**src/rtl/pe_pkg.sv**
```systemverilog
// pe_pkg: shared constants, pipeline tag and response-entry types for the PE arbiter.
package pe_pkg;

    localparam int PE_N_REQ_DEF      = 4;
    localparam int PE_C_DEF          = 8;
    localparam int PE_W_X_DEF        = 8;
    localparam int PE_W_K_DEF        = 8;
    localparam int PE_LAT_DEF        = 1;
    localparam int PE_FIFO_DEPTH_DEF = 4;

    // Fields sized for the largest legal configuration (16 requesters, 32-bit results).
    localparam int PE_ID_W  = 4;
    localparam int PE_Y_W   = 32;
    localparam int PE_CNT_W = 32;

    typedef struct packed {
        logic               vld;
        logic [PE_ID_W-1:0] id;
    } pe_tag_t;

    typedef struct packed {
        logic [PE_ID_W-1:0] id;
        logic [PE_Y_W-1:0]  y;
    } pe_rsp_t;

    function automatic logic [PE_CNT_W-1:0] sat_inc(input logic [PE_CNT_W-1:0] v);
        return (v == {PE_CNT_W{1'b1}}) ? v : v + 32'd1;
    endfunction

endpackage

```
**src/rtl/pe_rsp_fifo.sv**
```systemverilog
// pe_rsp_fifo: synchronous response FIFO with full/empty/count; head is shown combinationally.
module pe_rsp_fifo
    import pe_pkg::*;
#(
    parameter  int DEPTH = PE_FIFO_DEPTH_DEF,
    localparam int AW    = $clog2(DEPTH)
) (
    input  logic          clk,
    input  logic          rstn,
    input  logic          push,
    input  pe_rsp_t       din,
    input  logic          pop,
    output pe_rsp_t       dout,
    output logic          full,
    output logic          empty,
    output logic [AW:0]   count
);

    pe_rsp_t       r_mem [DEPTH];
    logic [AW-1:0] r_wr;
    logic [AW-1:0] r_rd;
    logic [AW:0]   r_cnt;
    logic          w_push_ok;
    logic          w_pop_ok;

    // A pop frees the slot being written, so a full FIFO may accept a same-cycle push.
    assign w_pop_ok  = pop && !empty;
    assign w_push_ok = push && (!full || w_pop_ok);

    // Storage, pointers and occupancy.
    always_ff @(posedge clk or negedge rstn) begin
        if (!rstn) begin
            for (int i = 0; i < DEPTH; i++) begin
                r_mem[i] <= '{id: {PE_ID_W{1'b0}}, y: {PE_Y_W{1'b0}}};
            end
            r_wr  <= {AW{1'b0}};
            r_rd  <= {AW{1'b0}};
            r_cnt <= {(AW+1){1'b0}};
        end else begin
            if (w_push_ok) begin
                r_mem[r_wr] <= din;
                r_wr        <= r_wr + AW'(1'b1);
            end
            if (w_pop_ok) begin
                r_rd <= r_rd + AW'(1'b1);
            end
            case ({w_push_ok, w_pop_ok})
                2'b10:   r_cnt <= r_cnt + (AW+1)'(1'b1);
                2'b01:   r_cnt <= r_cnt - (AW+1)'(1'b1);
                default: r_cnt <= r_cnt;
            endcase
        end
    end

    assign dout  = r_mem[r_rd];
    assign count = r_cnt;
    assign full  = (r_cnt == (AW+1)'(DEPTH));
    assign empty = (r_cnt == {(AW+1){1'b0}});

endmodule

```
**src/rtl/pe_arb.sv**
```systemverilog
// pe_arb: round-robin sharing of one dot-product PE, credit-limited so every result has a
// reserved response slot. Define PE_ARB_STATS_EN to add grant/stall statistics ports.
module pe_arb
    import pe_pkg::*;
#(
    parameter int N_REQ      = PE_N_REQ_DEF,
    parameter int C          = PE_C_DEF,
    parameter int W_X        = PE_W_X_DEF,
    parameter int W_K        = PE_W_K_DEF,
    parameter int LAT        = PE_LAT_DEF,
    parameter int FIFO_DEPTH = PE_FIFO_DEPTH_DEF
) (
    input  logic                     clk,
    input  logic                     rstn,
    input  logic [N_REQ-1:0]         req_valid,
    output logic [N_REQ-1:0]         req_ready,
    input  logic [N_REQ*C*W_K-1:0]   req_k,
    input  logic [N_REQ*C*W_X-1:0]   req_x,
    output logic                     pe_en,
    output logic [C*W_K-1:0]         pe_k,
    output logic [C*W_X-1:0]         pe_x,
    input  logic [W_X-1:0]           pe_y,
    output logic                     rsp_valid,
    input  logic                     rsp_ready,
    output logic [$clog2(N_REQ)-1:0] rsp_id,
    output logic [W_X-1:0]           rsp_y
`ifdef PE_ARB_STATS_EN
    ,
    output logic [N_REQ*32-1:0]      stat_grants,
    output logic [31:0]              stat_stall
`endif
);

    localparam int ID_W  = $clog2(N_REQ);
    localparam int KW    = C * W_K;
    localparam int XW    = C * W_X;
    localparam int CNT_W = $clog2(FIFO_DEPTH) + 1;

    logic [ID_W-1:0]  r_ptr;
    logic [KW-1:0]    r_pe_k;
    logic [XW-1:0]    r_pe_x;
    pe_tag_t          r_tag [0:LAT];
    logic             w_win_found;
    logic [ID_W-1:0]  w_win_id;
    logic [ID_W-1:0]  w_cand;
    logic [15:0]      w_in_flight;
    logic [CNT_W-1:0] w_fifo_cnt;
    logic             w_credit;
    logic             w_grant;
    logic             w_pop;
    logic             w_full;
    logic             w_empty;
    logic             w_unused;
    pe_rsp_t          w_push_d;
    pe_rsp_t          w_head;

    // Round-robin search: first valid requester at or above the pointer, wrapping.
    always_comb begin
        w_win_found = 1'b0;
        w_win_id    = {ID_W{1'b0}};
        w_cand      = {ID_W{1'b0}};
        for (int k = 0; k < N_REQ; k++) begin
            w_cand = ID_W'((int'(r_ptr) + k) % N_REQ);
            if (req_valid[w_cand] && !w_win_found) begin
                w_win_found = 1'b1;
                w_win_id    = w_cand;
            end else begin
                w_win_found = w_win_found;
            end
        end
    end

    // Tags still in the PE pipeline; together with the FIFO they must never exceed its depth.
    always_comb begin
        w_in_flight = 16'd0;
        for (int k = 0; k <= LAT; k++) begin
            w_in_flight = w_in_flight + 16'(r_tag[k].vld);
        end
    end

    assign w_credit = (w_in_flight + 16'(w_fifo_cnt)) < 16'(FIFO_DEPTH);
    assign w_grant  = w_win_found && w_credit && rstn;

    // One-hot accept for the winner only.
    always_comb begin
        req_ready = {N_REQ{1'b0}};
        for (int i = 0; i < N_REQ; i++) begin
            if (w_grant && (w_win_id == ID_W'(i))) begin
                req_ready[i] = 1'b1;
            end else begin
                req_ready[i] = 1'b0;
            end
        end
    end

    // Pointer advance and operand capture on a grant.
    always_ff @(posedge clk or negedge rstn) begin
        if (!rstn) begin
            r_ptr  <= {ID_W{1'b0}};
            r_pe_k <= {KW{1'b0}};
            r_pe_x <= {XW{1'b0}};
        end else if (w_grant) begin
            r_ptr  <= (w_win_id == ID_W'(N_REQ - 1)) ? {ID_W{1'b0}} : w_win_id + ID_W'(1'b1);
            r_pe_k <= req_k[int'(w_win_id)*KW +: KW];
            r_pe_x <= req_x[int'(w_win_id)*XW +: XW];
        end
    end

    // Tag pipeline: stage 0 rides with pe_en, stage LAT lines up with a valid pe_y.
    always_ff @(posedge clk or negedge rstn) begin
        if (!rstn) begin
            for (int k = 0; k <= LAT; k++) begin
                r_tag[k] <= '{vld: 1'b0, id: {PE_ID_W{1'b0}}};
            end
        end else begin
            r_tag[0] <= '{vld: w_grant, id: PE_ID_W'(w_win_id)};
            for (int k = 1; k <= LAT; k++) begin
                r_tag[k] <= r_tag[k-1];
            end
        end
    end

    assign w_push_d = '{id: r_tag[LAT].id, y: PE_Y_W'(pe_y)};
    assign w_pop    = rsp_valid && rsp_ready;

    pe_rsp_fifo #(
        .DEPTH (FIFO_DEPTH)
    ) u_rsp_fifo (
        .clk   (clk),
        .rstn  (rstn),
        .push  (r_tag[LAT].vld),
        .din   (w_push_d),
        .pop   (w_pop),
        .dout  (w_head),
        .full  (w_full),
        .empty (w_empty),
        .count (w_fifo_cnt)
    );

    assign pe_en     = r_tag[0].vld;
    assign pe_k      = r_pe_k;
    assign pe_x      = r_pe_x;
    assign rsp_valid = !w_empty;
    assign rsp_id    = w_head.id[ID_W-1:0];
    assign rsp_y     = w_head.y[W_X-1:0];
    assign w_unused  = ^{w_head, w_full};

`ifdef PE_ARB_STATS_EN
    logic [31:0] r_stat_grants [N_REQ];
    logic [31:0] r_stat_stall;

    // Saturating per-requester grant counters and stall-cycle counter.
    always_ff @(posedge clk or negedge rstn) begin
        if (!rstn) begin
            for (int i = 0; i < N_REQ; i++) begin
                r_stat_grants[i] <= 32'd0;
            end
            r_stat_stall <= 32'd0;
        end else begin
            for (int i = 0; i < N_REQ; i++) begin
                if (w_grant && (w_win_id == ID_W'(i))) begin
                    r_stat_grants[i] <= sat_inc(r_stat_grants[i]);
                end
            end
            if ((|req_valid) && !w_grant) begin
                r_stat_stall <= sat_inc(r_stat_stall);
            end
        end
    end

    // Flatten counters onto the packed port.
    always_comb begin
        stat_grants = {(N_REQ*32){1'b0}};
        for (int i = 0; i < N_REQ; i++) begin
            stat_grants[i*32 +: 32] = r_stat_grants[i];
        end
    end

    assign stat_stall = r_stat_stall;
`endif

endmodule

```
**config.mk**
```make
export PLATFORM = sky130hd
export DESIGN_NAME = pe_arb
export DESIGN_NICKNAME = d
export VERILOG_FILES = /design/src/rtl/pe_pkg.sv /design/src/rtl/pe_rsp_fifo.sv /design/src/rtl/pe_arb.sv
export SDC_FILE = /design/constraint.sdc
export NUM_CORES = 1
export LEC_CHECK = 0
export CAP_MARGIN = 20
export CORE_AREA = 5 5 256 258
export CTS_CLUSTER_SIZE = 20
export DETAILED_ROUTE_END_ITERATION = 10
export DIE_AREA = 0 0 261 263
export HOLD_SLACK_MARGIN = 0.15
export PLACE_DENSITY_LB_ADDON = 0.08
export SLEW_MARGIN = 20
export SYNTH_ARGS = -nofsm -noshare
export SYNTH_HDL_FRONTEND = slang
export SYNTH_HIERARCHICAL = 1
export SYNTH_SLANG_ARGS = --single-unit
```
**constraint.sdc**
```tcl
create_clock -name clk -period 4.4 [get_ports clk]
set_input_delay 0.88 -clock clk [delete_from_list [all_inputs] [get_ports clk]]
set_output_delay 0.88 -clock clk [all_outputs]
set_load 0.01 [all_outputs]
```
Yosys cells after proc, flatten, opt, wreduce, memory -nomap -nowiden
Index checks and enable logic that the tools add are counted.
{"block": "totals", "regBits": 287, "input_bits": 527, "out_inout_bits": 144, "word_cells": 96}
{"block": "classes", "n_addsub": 10, "n_lt_le_gt_ge": 8, "n_eq_ne": 6, "shifts": 2, "mux": 28, "n_bitwise": 2, "reduce_logical": 22}
{"op": "variable part select 256 x 9 -> 64 bit", "count": 2}
{"op": "bitwise mux 144 bit", "count": 1}
{"op": "binary-select mux 36 bit (select 2 bit)", "count": 1}
{"op": "demux 36 bit (select 2 bit)", "count": 1}
{"op": "2-to-1 mux 34 bit", "count": 2}
{"op": "2-to-1 mux 36 bit", "count": 1}
{"op": "logical AND 1 bit", "count": 13}
{"op": "less-than comparator 2 x 3 -> 1 bit (second input constant)", "count": 4}
{"op": "2-to-1 mux 1 bit", "count": 12}
{"op": "2-to-1 mux 2 bit", "count": 5}
{"op": "adder 2 x 1 -> 2 bit (second input constant)", "count": 4}
{"op": "binary-select mux 1 bit (select 2 bit)", "count": 4}
{"op": "equality test 2 bit (second input constant)", "count": 3}
{"op": ">= comparator 3 bit (second input constant)", "count": 2}
{"op": "inverter 2 -> 3 bit", "count": 2}
{"op": "one-hot mux 3 bit (2 select lines)", "count": 1}
{"op": "logical NOT 1 bit", "count": 5}
{"op": "adder 2 bit (second input constant)", "count": 2}
{"op": "adder 2 x 3 -> 4 bit", "count": 1}
{"op": "equality test 2 x 1 -> 1 bit (second input constant)", "count": 2}
{"op": "less-than comparator 4 x 3 -> 1 bit (second input constant)", "count": 1}
{"op": "adder 3 x 1 -> 3 bit (second input constant)", "count": 1}
{"op": "equality test 3 bit (second input constant)", "count": 1}
{"op": "logical NOT 3 bit", "count": 1}
{"op": "other kinds (6)", "count": 6}

Logic depth before layout (Yosys ltp)
Gate-level depths: netlist of run 1.
{"block": "depth", "ltp_word": 16, "ltp_mapped": 10, "depth_no_buf": 10}

Cells and area by module
The synthesis of run 1 kept the hierarchy.
{"mod": "pe_arb", "instances": 1, "cells_per_inst": 1078, "area_each_um2": 8871.0, "seq_area_each_um2": 3403.3}
{"mod": "pe_rsp_fifo", "instances": 1, "cells_per_inst": 385, "area_each_um2": 6653.9, "seq_area_each_um2": 3778.6}

Worst setup path after synthesis of run 1
Ideal clock, no wire load.
{"block": "synth_timing", "kind": "input port to output port", "from": "input req_valid[3]", "to": "output req_ready[1]", "arrival_time_ns": 2.090, "t_required_ns": 3.520, "slack_ns": 1.430, "cell_stages": 6, "n_path_buf": 3, "cell_sequence": "buf_2 -> nor2_2 -> a221oi_2 -> buf_2 -> clkbuf_1 -> and2_1"}
{"block": "synth_between", "elab_chain_cells": 16, "word_cells_on_any_way": 27, "cone_classes": "eq/ne: 1; mux: 17; reduce/logical: 9"}
{"element": "from (decl)", "line_no": "pe_arb.sv:15", "text": "input logic [N_REQ-1:0] req_valid,"}
{"element": "binary-select mux 1 bit (select 2 bit)", "line_no": "pe_arb.sv:64", "text": "if (req_valid[w_cand] && !w_win_found) begin"}
{"element": "2-to-1 mux 1 bit (not written as such)", "line_no": "pe_arb.sv:64"}
{"element": "2-to-1 mux 1 bit", "line_no": "pe_arb.sv:64"}
{"element": "logical NOT 1 bit", "line_no": "pe_arb.sv:64"}
{"element": "logical AND 1 bit", "line_no": "pe_arb.sv:64"}
{"element": "2-to-1 mux 1 bit", "line_no": "pe_arb.sv:64"}
{"element": "logical NOT 1 bit", "line_no": "pe_arb.sv:64"}
{"element": "logical AND 1 bit", "line_no": "pe_arb.sv:64"}
{"element": "2-to-1 mux 1 bit", "line_no": "pe_arb.sv:64"}
{"element": "logical NOT 1 bit", "line_no": "pe_arb.sv:64"}
{"element": "logical AND 1 bit", "line_no": "pe_arb.sv:64"}
{"element": "2-to-1 mux 1 bit", "line_no": "pe_arb.sv:64"}
{"element": "logical AND 1 bit (2 in a row)", "line_no": "pe_arb.sv:82", "text": "assign w_grant = w_win_found && w_credit && rstn;"}
{"element": "logical AND 1 bit *", "line_no": "pe_arb.sv:88", "text": "if (w_grant && (w_win_id == ID_W'(i))) begin"}
{"element": "2-to-1 mux 1 bit *", "line_no": "pe_arb.sv:88"}
{"element": "to (decl)", "line_no": "pe_arb.sv:16", "text": "output logic [N_REQ-1:0] req_ready,"}
Mark *: on every way between the ends. The rest lies on a longest branch, timed or not. The select of a mux whose other input is x is not followed.

Final worst setup path of run 1
{"block": "layout_timing", "from": "input req_valid[0]", "to": "output req_ready[0]"}
Same word-level chain as after synthesis.

==> results of run 1 <==
[routing by layer]
layer  share of wire  routed length, um  GRT usage
met5         0.00075                 51          0
met2            0.52              35600      0.347
met1            0.39              26800      0.217
met3           0.071               4830     0.0557
met4           0.014                983     0.0422
[through the flow]
step	setup slack (ns)	utilization
6_report	0.375	0.304
5_1_grt	0.255	0.304
4_1_cts	0.315	0.303
3_5_place_dp	0.320	0.293
3_3_place_gp	0.361	0.293
2_1_floorplan	1.43	-
[final timing paths]
kind	startpoint	end	depth (start not counted)
setup / recovery	req_valid[0]	req_ready[0]	6
hold / removal	r_tag[6]$_DFF_PN0_	r_tag[1]$_DFF_PN0_	0
setup reg to reg	r_ptr[0]$_DFFE_PN0P_	pe_k[17]$_DFFE_PN0P_	7
hold reg to reg	r_tag[6]$_DFF_PN0_	r_tag[1]$_DFF_PN0_	0
max in group asynchronous	rstn	u_rsp_fifo/r_mem[110]$_DFFE_PN0P_	3
min in group asynchronous	rstn	pe_x[30]$_DFFE_PN0P_	2
[layout make-up]
| cell class | instances | area share |
|---|---|---|
| Antenna cell | 11 | 0.00144 |
| Clock buffer | 17 | 0.0223 |
| Clock inverter | 15 | 0.0103 |
| Inverter | 9 | 0.00177 |
| Multi-Input combinational cell | 887 | 0.302 |
| Sequential cell | 183 | 0.240 |
| Tap cell | 846 | 0.0555 |
| Timing Repair Buffer | 698 | 0.366 |
[flip-flops by register name, summed over array words and instances, names as in the netlist]
signal,cells
r_tag,5
u_rsp_fifo/r_rd,2
u_rsp_fifo/r_wr,2
u_rsp_fifo/count,3
r_ptr,2
pe_k,64
pe_x,64
u_rsp_fifo/r_mem,40
pe_en,1
[power groups by stage]
stage               logic, W  registers [W]  clock network, W
detailed placement   0.00668        0.00317                 0
global placement     0.00665        0.00315                 0
global route         0.00708        0.00325           0.00182
CTS                  0.00670        0.00315           0.00177
floorplan            0.00319        0.00327                 0
finish               0.00653        0.00314           0.00169
[cell usage in the layout, fill, tap and decap left out, types with 3 or more instances in the layout]
| master | count |
|---|---|
| sky130_fd_sc_hd__a21o_1 | 130 |
| sky130_fd_sc_hd__inv_1 | 8 |
| sky130_fd_sc_hd__o21ai_1 | 17 |
| sky130_fd_sc_hd__clkbuf_16 | 17 |
| sky130_fd_sc_hd__ha_1 | 6 |
| sky130_fd_sc_hd__diode_2 | 11 |
| sky130_fd_sc_hd__xnor2_1 | 3 |
| sky130_fd_sc_hd__a22oi_1 | 128 |
| sky130_fd_sc_hd__xor2_1 | 3 |
| sky130_fd_sc_hd__clkdlybuf4s50_1 | 669 |
| sky130_fd_sc_hd__nor2_2 | 5 |
| sky130_fd_sc_hd__buf_4 | 23 |
| sky130_fd_sc_hd__mux4_2 | 10 |
| sky130_fd_sc_hd__nand3_1 | 128 |
| sky130_fd_sc_hd__o21ai_0 | 115 |
| sky130_fd_sc_hd__buf_12 | 5 |
| sky130_fd_sc_hd__nand2b_1 | 4 |
| sky130_fd_sc_hd__nand2_1 | 7 |
| sky130_fd_sc_hd__nor2_1 | 135 |
| sky130_fd_sc_hd__inv_8 | 3 |
| sky130_fd_sc_hd__dfrtp_1 | 183 |
| sky130_fd_sc_hd__mux2_2 | 41 |
| sky130_fd_sc_hd__a31oi_1 | 129 |
| sky130_fd_sc_hd__clkinv_8 | 6 |
==> results, run 1 <==
- The flow ran to the end, and the final reports show no timing, DRC or antenna violations.
- Along the worst path, the maximum fanout reaches 18.
- In this design, the largest share of critical-path delay is due to buffers and inverters.
- The cell at the slowest stage of the critical path is sky130_fd_sc_hd__clkdlybuf4s50_1.
- The first TritonRoute pass finished after 5 iterations.
- Total power for the finished layout comes to 0.0114 W.
- The power per unit of standard cell area is 596 nW/um2.
- The share of total power dissipated in combinational logic is 0.575.
- For the final database, setup skew stands at 0.0174 ns.
- At the end of routability-driven placement, the weighted congestion stood at 0.799.
- The share of post-route cells with drive strength above 1 is 0.0713.
- Setup repair after global routing left no endpoint under its margin.
- At the pin with the least slew margin, the transition time is 0.957 ns.
- The area used by multi-input combinational logic is 5750 um2.
- Clock tree synthesis selected as its root buffer the cell sky130_fd_sc_hd__clkbuf_16.
- The final instance count without filler cells is 2666.
- The count of routing violations after the opening detailed-route iteration is 583.
- Across the run, the number of max-cap violations was 0.
- The total cell area at the placement stage is 18400 um2.
- VDD sags by at most 0.392 mV.
- The TritonCTS clock tree is yes.
- At the worst endpoint, the required time is 3.52 ns.
- In this run the vertical extent of the chip is 263 um.
- The H-tree generated during clock tree synthesis spans 4 levels.
- TritonCTS created 17 clock buffers.
- The final hold slack is 0.354 ns.
- The count of nets left with antenna violations once routing finished came out at 0.
- From synthesis to final layout, the design area changed by 71.7%.
- The internal reg-to-reg setup slack is 1.35 ns.
- The synthesized netlist net count is 1756.
- The clock reaches the later pin of the worst-skew pair after 0.49 ns.
- The power spent charging and discharging nets is 0.00493 W.
- The count of warnings emitted by yosys is 6.
- In this run the worst hold path is classified as reg2reg.
- The critical path is of the in2out type.
- The hold violation total from the final report is 0.
- The number of cells upsized or downsized after cts is 0.
- Of the total power, the clock network draws 0.149.
- The number of sinks driven by the clock tree is 183.
- The routed layout has 12300 vias.
- The count of endpoints failing setup in the final report is 0.
- In the final timing run, aggregate negative setup slack is 0 ns.
- Cell internal power was estimated by the tool at 0.00643 W.
- The number of global-route vias before repair is 12800.
- The critical path's largest stage delay is 0.63 ns.
- The nature of the critical path startpoint is a primary input.
- In this design, the critical path's most frequently occurring cell is sky130_fd_sc_hd__clkdlybuf4s50_1.
- The number of filler cells placed in the layout is 6580.
- The maximum number of pins on one net before global-route repair is 161.
- Once placement completed, the tool counted placed cells totaling 2623.
- Derived from the worst setup path, the maximum achievable clock frequency is 248 MHz.
- The analysis attributes to cell leakage a power of 7.20 nW.
- The final layout contains 2330 nets.
- The initial antenna violation count is 15.
- The floorplan row count is 92.
- Traced cell by cell, the critical path runs through clkdlybuf4s50_1, a21o_1, a21boi_1, o21ai_4, and3_1, clkdlybuf4s50_1.
- The post-synthesis average cell area is 9.08 um2.
- Together, buffers and inverters on the worst path number 2.
- The global-route congestion overflow total is 0.
- The total detailed-routing wirelength is 68200 um.
- Data arrives at the worst endpoint at 3.14 ns.
- Clock-pin slew was measured on the worst setup and hold paths at 0.07 ns.
- The core box area is 62700 um2.
- The number of setup buffers added after CTS is 0.
- Of the available clock period, the critical path in the final layout requires 0.915.
- 671 I/O pins were placed.
- The worst pin sits at a relative slew slack of 0.362.
- The overall track demand over capacity in global routing is 0.189.
- STA classifies the critical path endpoint as an output port.
- The area occupied by registers is 4580 um2.
- The die footprint is 68600 um2.
- After routing the design area is 19100 um2.
- Input and output buffers added on the ports amount to 670.
- The die width is 261 um.
- The cts-stage hold buffer count is 0.
- The average wire per cell in the routed design is 25.6 um.
- The first global-routing pass estimated 95400 um of wire.
- The wire-length estimate of the detail-placed layout is 50400 um.
- The number of vias per cell after detailed routing is 4.62.
- The max-slew violation count came to 0.
- The synthesized netlist occupies a cell area of 11100 um2.
- The post-detailed-route DRC marker count is 0.
- The number of cells produced by synthesis is 1222.
- The final critical-path required period is 4.02 ns.
- The power share of the sequential group is 0.276.
- The initial core utilization is 0.177.
- The clock passes through at most 2 buffers.
- The switching fraction of total power is 0.434.
No activity file was read; power rests on OpenSTA's default activity.
==> inputs of run 2 (changes only) <==
==> constraint.sdc (replaced) <==
create_clock -name clk -period 4.4 [get_ports clk]
set_input_delay 0.66 -clock clk [delete_from_list [all_inputs] [get_ports clk]]
set_output_delay 0.66 -clock clk [all_outputs]
set_load 0.01 [all_outputs]
==> run 2 against run 1 <==
Register-to-register slack better by 0.08 ns. Sequential power hardly changed. Die area stayed put. Worst hold slack worse by 0.0030 ns. Largest cell class unchanged. Combinational power hardly changed. Non-clock buffer count is 6 lower. First-iteration DRC count is 1.5% lower. Global-route usage is 0.12 points lower.
==> results, run 2 (synthesis gave the netlist of run 1 again) <==
- The run finished with clean final reports.
- The max-slew violation count is 0.
- Measured against its own limit, the worst slew margin works out to 0.372.
- In the final routed layout, each cell accounts on average for 25.5 um.
- The number of sinks driven by the clock tree is 183.
- The worst register-to-register path ends at pe_k[26]$_DFFE_PN0P_.
- The number of vias per cell after detailed routing is 4.63.
- For this run, the total global-route usage over all layers was measured as 0.188.
- Subtracting the final worst setup slack from the clock period gives 3.73 ns.
- The leakage power summed over all cells is 7.16 nW.
- For this block, the routed nets add up to 67800 um of wire.
- The total via count after detailed routing is 12300.
- The die height is 263 um.
- The final estimated routing congestion in global placement is 0.811.
- After clock tree synthesis, the clock-pin slew on the worst setup and hold paths is 0.07 ns.
- The data arrival at the endpoint of the critical path is 3.07 ns.
- The clock latency on the worst-skew pair is 0.49 ns.
- The buffer count from post-CTS setup fixing is 0.
- The die width is 261 um.
- The internal power of the cells totals 0.00641 W.
- Setup violations remaining at the end of the flow were counted as 0.
- The critical path is of the in2out type.
- The number of global-route vias before repair is 12800.
- In the routed design, unresolved DRC markers number 0.
- For the worst setup path, the data required time is 3.74 ns.
- The hold violation total from the final report is 0.
- For hold timing, the worst endpoint is r_tag[1]$_DFF_PN0_.
- The count of buffers added on input and output ports is 670.
- The share of the clock period used by the worst path is 0.847.
- The combinational share of power is 0.579.
- Timing would allow up to 268 MHz.
- The number of iterations in the first detailed-routing pass is 4.
- The core box area is 62700 um2.
- The global-route congestion overflow total is 0.
- Leaving out fill and tap cells, the most frequent cell in the layout is sky130_fd_sc_hd__clkdlybuf4s50_1.
- The initial core utilization is 0.177.
- Clock tree synthesis selected as its root buffer the cell sky130_fd_sc_hd__clkbuf_16.
- The finished layout holds 2659 standard cells, fillers aside.
- The total I/O pin count is 671.
- Once layout is complete, the utilization of the core stands at 0.303.
- The floorplan row count is 92.
- The type of the worst min-delay path is reg2reg.
- For the pin with the worst max-slew slack, the measured transition is 0.943 ns.
- The number of nets with antenna violations after detailed routing is 0.
- The maximum clock insertion buffer count is 2.
- The worst setup path is captured at an output port.
- The share of post-route cells with drive strength above 1 is 0.0671.
- The first global-routing pass estimated 94700 um of wire.
- Power spread over the standard cell area amounts to 595 nW/um2.
- The share of total power dissipated in the clock network is 0.144.
- In this run the power spent charging and discharging nets is 0.00489 W.
- The placed cell count is 2616.
- Detailed placement ended at an HPWL of 49000 um.
- The switching fraction of total power is 0.433.
- The floorplan step defined a die boundary enclosing 68600 um2.
- The max-cap violation count is 0.
- The worst setup path is launched from a primary input.
- In this run the number of H-tree levels came out at 4.
- Compared with the post-synthesis result, the final layout area differs by 71.2%.
- In this run the worst path has a maximum fanout of 35.
- The number of buffers created by CTS is 17.
- Setup repair after global routing left no endpoint under its margin.
- The launching point of the worst reg2reg path is r_ptr[1]$_DFFE_PN0P_.
- Clock skew on the completed layout was measured at 0.0143 ns.
- In this run, the number of DRC markers left after iteration 0 of detailed routing was 574.
- The internal reg-to-reg setup slack is 1.43 ns.
- The top cell types in the final layout, fill and taps aside, are sky130_fd_sc_hd__clkdlybuf4s50_1 (669), sky130_fd_sc_hd__dfrtp_1 (183), sky130_fd_sc_hd__nor2_1 (135), sky130_fd_sc_hd__a21o_1 (130), sky130_fd_sc_hd__a31oi_1 (129).
- With fillers left out, the area of the finished cells amounts to 19000 um2.
- The initial antenna violation count is 13.
- The worst min-delay path startpoint is r_tag[6]$_DFF_PN0_.
- TritonCTS built the clock tree.
- VDD sags by at most 0.355 mV.
- The maximum number of pins on one net before global-route repair is 165.
- The number of nets in the layout is 2324.
- Once placement finished, the instance area stood at 18400 um2.
- Setup total negative slack on the finished layout was measured at 0 ns.
- The share of total power dissipated in sequential elements is 0.277.
- The cell depth of the worst min-delay path is 0.
- The number of cells on the worst reg-to-reg path is 7.
-- run 2: cell count changes in the layout (fill, tap and decap cells not counted) --
| cell | delta |
|---|---|
| sky130_fd_sc_hd__inv_12 | -2 |
| sky130_fd_sc_hd__buf_4 | -9 |
| sky130_fd_sc_hd__inv_6 | +1 |
| sky130_fd_sc_hd__buf_12 | +2 |
| sky130_fd_sc_hd__diode_2 | -1 |
| sky130_fd_sc_hd__clkinvlp_4 | +1 |
| sky130_fd_sc_hd__clkbuf_1 | +1 |
| sky130_fd_sc_hd__inv_8 | +2 |
| sky130_fd_sc_hd__clkinv_8 | -3 |
| sky130_fd_sc_hd__dlygate4sd3_1 | +1 |
-- run 2: repair_timing --
item                      4_1_cts  5_1_grt
hold endpoints to repair       32        0
resized for setup               0        0
hold buffers                    1        0
-- run 2: worst max-delay path, stage by stage --
cell                              delay, ns
sky130_fd_sc_hd__dlygate4sd3_1         0.54
sky130_fd_sc_hd__clkbuf_8              0.32
sky130_fd_sc_hd__nand2b_1              0.16
sky130_fd_sc_hd__a221oi_4              0.51
sky130_fd_sc_hd__and2_1                0.22
sky130_fd_sc_hd__clkdlybuf4s50_1       0.61
-- run 2: worst max-delay path by stage --
stage | startpoint | end | slack (ns) | cells past startpoint
finish | rstn | req_ready[1] | 0.67 | 6
global route | rstn | req_ready[1] | 0.45 | 6
CTS | rstn | req_ready[1] | 0.51 | 6
detailed placement | req_valid[3] | req_ready[1] | 0.64 | 5
global placement | req_valid[3] | req_ready[1] | 0.61 | 5
floorplan | req_valid[3] | req_ready[1] | 1.87 | 6
-- run 2: per-stage QoR --
stage	worst slack, ns	hold slack, ns	power (W)
floorplan	1.87	0.331	0.00647
global placement	0.609	0.333	0.00982
detailed placement	0.643	0.338	0.00984
CTS	0.514	0.355	0.0116
global route	0.454	0.356	0.0121
finish	0.672	0.351	0.0113
-- run 2: metal layers --
| metal | wire [um] | track usage |
|---|---|---|
| met1 | 26500 | 0.216 |
| met2 | 34900 | 0.335 |
| met3 | 5020 | 0.0613 |
| met4 | 1340 | 0.0526 |
| met5 | 41 | 0 |
-- run 2: final cells by class --
cell class              count  area (um2)
diodes                     10        25.0
clock buffers              18         429
clock inverters            14         154
fillers                  6596       43700
inverters                   9        33.8
multi-input cells         887        5750
flip-flops and latches    183        4580
well taps                 846        1060
repair buffers            692        6970
-- run 2: power by group through the flow --
stage          Sequential (W)  Combinational (W)  Clock, W
2_1_floorplan         0.00327            0.00319         0
3_3_place_gp          0.00314            0.00668         0
3_5_place_dp          0.00317            0.00668         0
4_1_cts               0.00314            0.00670   0.00171
5_1_grt               0.00325            0.00709   0.00176
6_report              0.00313            0.00654   0.00163
==> inputs of run 3 (changes only) <==
clock period = 3.1 ns   (was 4.4 ns; I/O delays follow)
==> run 3 against run 2 <==
Power up 44%. Sequential power up 40%. Die area unchanged. Worst setup slack worse by 0.51 ns. Worst hold slack about the same. Register-to-register slack worse by 0.98 ns. Critical path depth unchanged. Flip-flop and latch count unchanged. First-iteration DRC count up 5.9%. Largest cell class unchanged. Largest power group unchanged.
==> results, run 3 (synthesis gave the netlist of run 1 again) <==
- The run finished with clean final reports.
- The library cell used most frequently in the layout, excluding fill and tap cells, is sky130_fd_sc_hd__clkdlybuf4s50_1.
- The largest vdd supply drop is 0.675 mV.
- The number of global-route vias before repair was 12800.
- The max-slew violation count is 0.
- For this run, the number of standard cells in the final layout without fillers is 2682.
- The initial utilization of the core area, before any placement, comes to 0.177.
- The relative slew slack is 0.347.
- The core box area is 62700 um2.
- In this run the worst path has a maximum fanout of 7.
- The area occupied by registers is 4580 um2.
- Wires add up to 67900 um.
- Clock tree synthesis selected as its root buffer the cell sky130_fd_sc_hd__clkbuf_16.
- The TritonCTS clock tree is yes.
- The endpoint kind of the worst setup timing path is an output port.
- The routed design could run at a clock period as short as 2.94 ns.
- For the pin with the worst max-slew slack, the measured transition is 0.979 ns.
- The placed wire-length estimate after detailed placement is 49500 um.
- The number of iterations in the first detailed-routing pass is 5.
- In this run the count of I/O pins placed on the die edge is 671.
- The global-route congestion overflow total is 0.
- The die height is 263 um.
- Setup repair after global routing left no endpoint under its margin.
- The clock transition at the register clock pins on the worst setup and hold paths after CTS is 0.08 ns.
- The number of vias per cell after detailed routing is 4.60.
- The maximum frequency from static timing analysis is 340 MHz.
- The share of post-route cells with drive strength above 1 is 0.0779.
- The die covers 68600 um2.
- For the final routed database, the setup TNS stands at 0 ns.
- Entering global routing, the biggest net connects 129 pins.
- The floorplan row count is 92.
- At the end of routability-driven placement, the weighted congestion stood at 0.807.
- The count of endpoints failing setup in the final report is 0.
- The depth of the CTS H-tree is 4.
- The number of clock buffers added by TritonCTS is 17.
- Counting both buffers and inverters, the worst setup path holds a total of 2.
- The initial antenna violation count is 18.
- The power per unit of standard cell area is 843 nW/um2.
- The die width is 261 um.
- At the end of the flow, the number of nets in the layout was 2344.
- The type of the worst min-delay path is reg2reg.
- The number of cells on the critical path is 6.
- Summing all multi-input logic gate instances after layout gives 5750 um2.
- Once the clock tree was built, the setup fixing pass inserted 0 buffers.
- The later pin in the worst-skew pair is clocked with a latency of 0.50 ns.
- The area growth from synthesis to layout is 73.2%.
- The first global-routing pass estimated 94700 um of wire.
- The analysis attributes to cell leakage a power of 7.31 nW.
- The hold violation total from the final report is 0.
- The critical path start-end classification is reg2out.
- The detailed router placed 12300 vias in this run.
- The count of input and output buffers is 670.
- The data arrival at the endpoint of the critical path is 2.48 ns.
- The number of filler cells placed in the layout is 6527.
- The critical path goes through ha_1, a21o_1, a221oi_4, buf_12, and2_1, dlygate4sd2_1.
- The worst setup path is launched from a flop.
- The share of the clock period used by the worst path is 0.949.
- Counting cells, the worst reg-to-reg path comes to 10.
- The placed cell count is 2636.
- After detailed routing, the average wire length per cell comes to 25.3 um.
- Among all stages on the critical path, the largest delay is contributed by sky130_fd_sc_hd__dfrtp_2.
- For the worst setup path, the data required time is 2.63 ns.
- For this run, the slowest stage of the critical path takes 0.47 ns.
- The detailed router finished its first iteration with 608 violations.
- Along the worst hold path, the cell count comes to 0.
- In this design, the largest share of critical-path delay is due to buffers and inverters.
- Hold timing on the final database bottoms out at a slack of 0.351 ns.
- Counting every sink on the clock net gives 183.
- The count of nets left with antenna violations once routing finished came out at 0.
- The clock arrives with 0.0158 ns of skew.
- Leaving out fill and tap cells, the most frequent cells in the layout are sky130_fd_sc_hd__clkdlybuf4s50_1 (665), sky130_fd_sc_hd__dfrtp_1 (182), sky130_fd_sc_hd__nor2_1 (135), sky130_fd_sc_hd__a21o_1 (130), sky130_fd_sc_hd__a31oi_1 (129).
- The overall power of the completed layout is 0.0162 W.
- The overall track demand over capacity in global routing is 0.189.
- The max-cap violation count is 0.
- In the routed design, unresolved DRC markers number 0.
- Counting along the longest clock path gives a buffer depth of 2.
[run 3: changes by cell type in the layout (fill, tap and decap cells not counted), moves of 4 or more]
cell,delta
sky130_fd_sc_hd__buf_12,+4
sky130_fd_sc_hd__buf_4,+16
sky130_fd_sc_hd__clkdlybuf4s50_1,-4
sky130_fd_sc_hd__dlygate4sd2_1,+4
sky130_fd_sc_hd__diode_2,+4
[run 3: per-layer routing]
metal	GRT usage	part of all wire
met5	0	0.00052
met1	0.212	0.38
met2	0.338	0.52
met4	0.0621	0.020
met3	0.0584	0.077
[run 3: through the flow]
step / util / setup slack (ns) / cell area [um2]
2_1_floorplan: - / 0.695 / 11100
3_3_place_gp: 0.296 / 0.0244 / 18600
3_5_place_dp: 0.296 / 0.0354 / 18600
4_1_cts: 0.306 / 0.0418 / 19200
5_1_grt: 0.306 / 0.0238 / 19200
6_report: 0.307 / 0.158 / 19200
[run 3: cell type report]
class                      instances  share of cell area
clock buffer                      17              0.0221
inverter                           9             0.00176
tap                              846              0.0550
antenna                           14             0.00182
timing repair buffer             712               0.372
clock inverter                    14             0.00943
multi-input combinational        887               0.299
sequential                       183               0.238
[run 3: report_power, final]
part / total, W / switching (W) / internal [W]
clock: 0.00240 / 0.00124 / 0.00116
sequential: 0.00438 / 0.000767 / 0.00362
combinational: 0.00944 / 0.00493 / 0.00450
[run 3: repair_timing]
action                                  CTS  global route
gates resized for setup                   5             0
hold buffers                              1             0
endpoints found under the setup margin    4             0
hold endpoints to repair                 91             0
[run 3: final timing paths]
kind	startpoint	endpoint	slack (ns)
min in group asynchronous	rstn	pe_x[52]$_DFFE_PN0P_	0.72
worst min register to register	r_tag[6]$_DFF_PN0_	r_tag[1]$_DFF_PN0_	0.35
worst max-delay path	u_rsp_fifo/count[0]$_DFFE_PN0P_	req_ready[1]	0.16
worst min-delay path	r_tag[6]$_DFF_PN0_	r_tag[1]$_DFF_PN0_	0.35
max in group asynchronous	rstn	pe_x[19]$_DFFE_PN0P_	0.77
worst max register to register	u_rsp_fifo/count[0]$_DFFE_PN0P_	u_rsp_fifo/count[2]$_DFFE_PN0P_	0.45
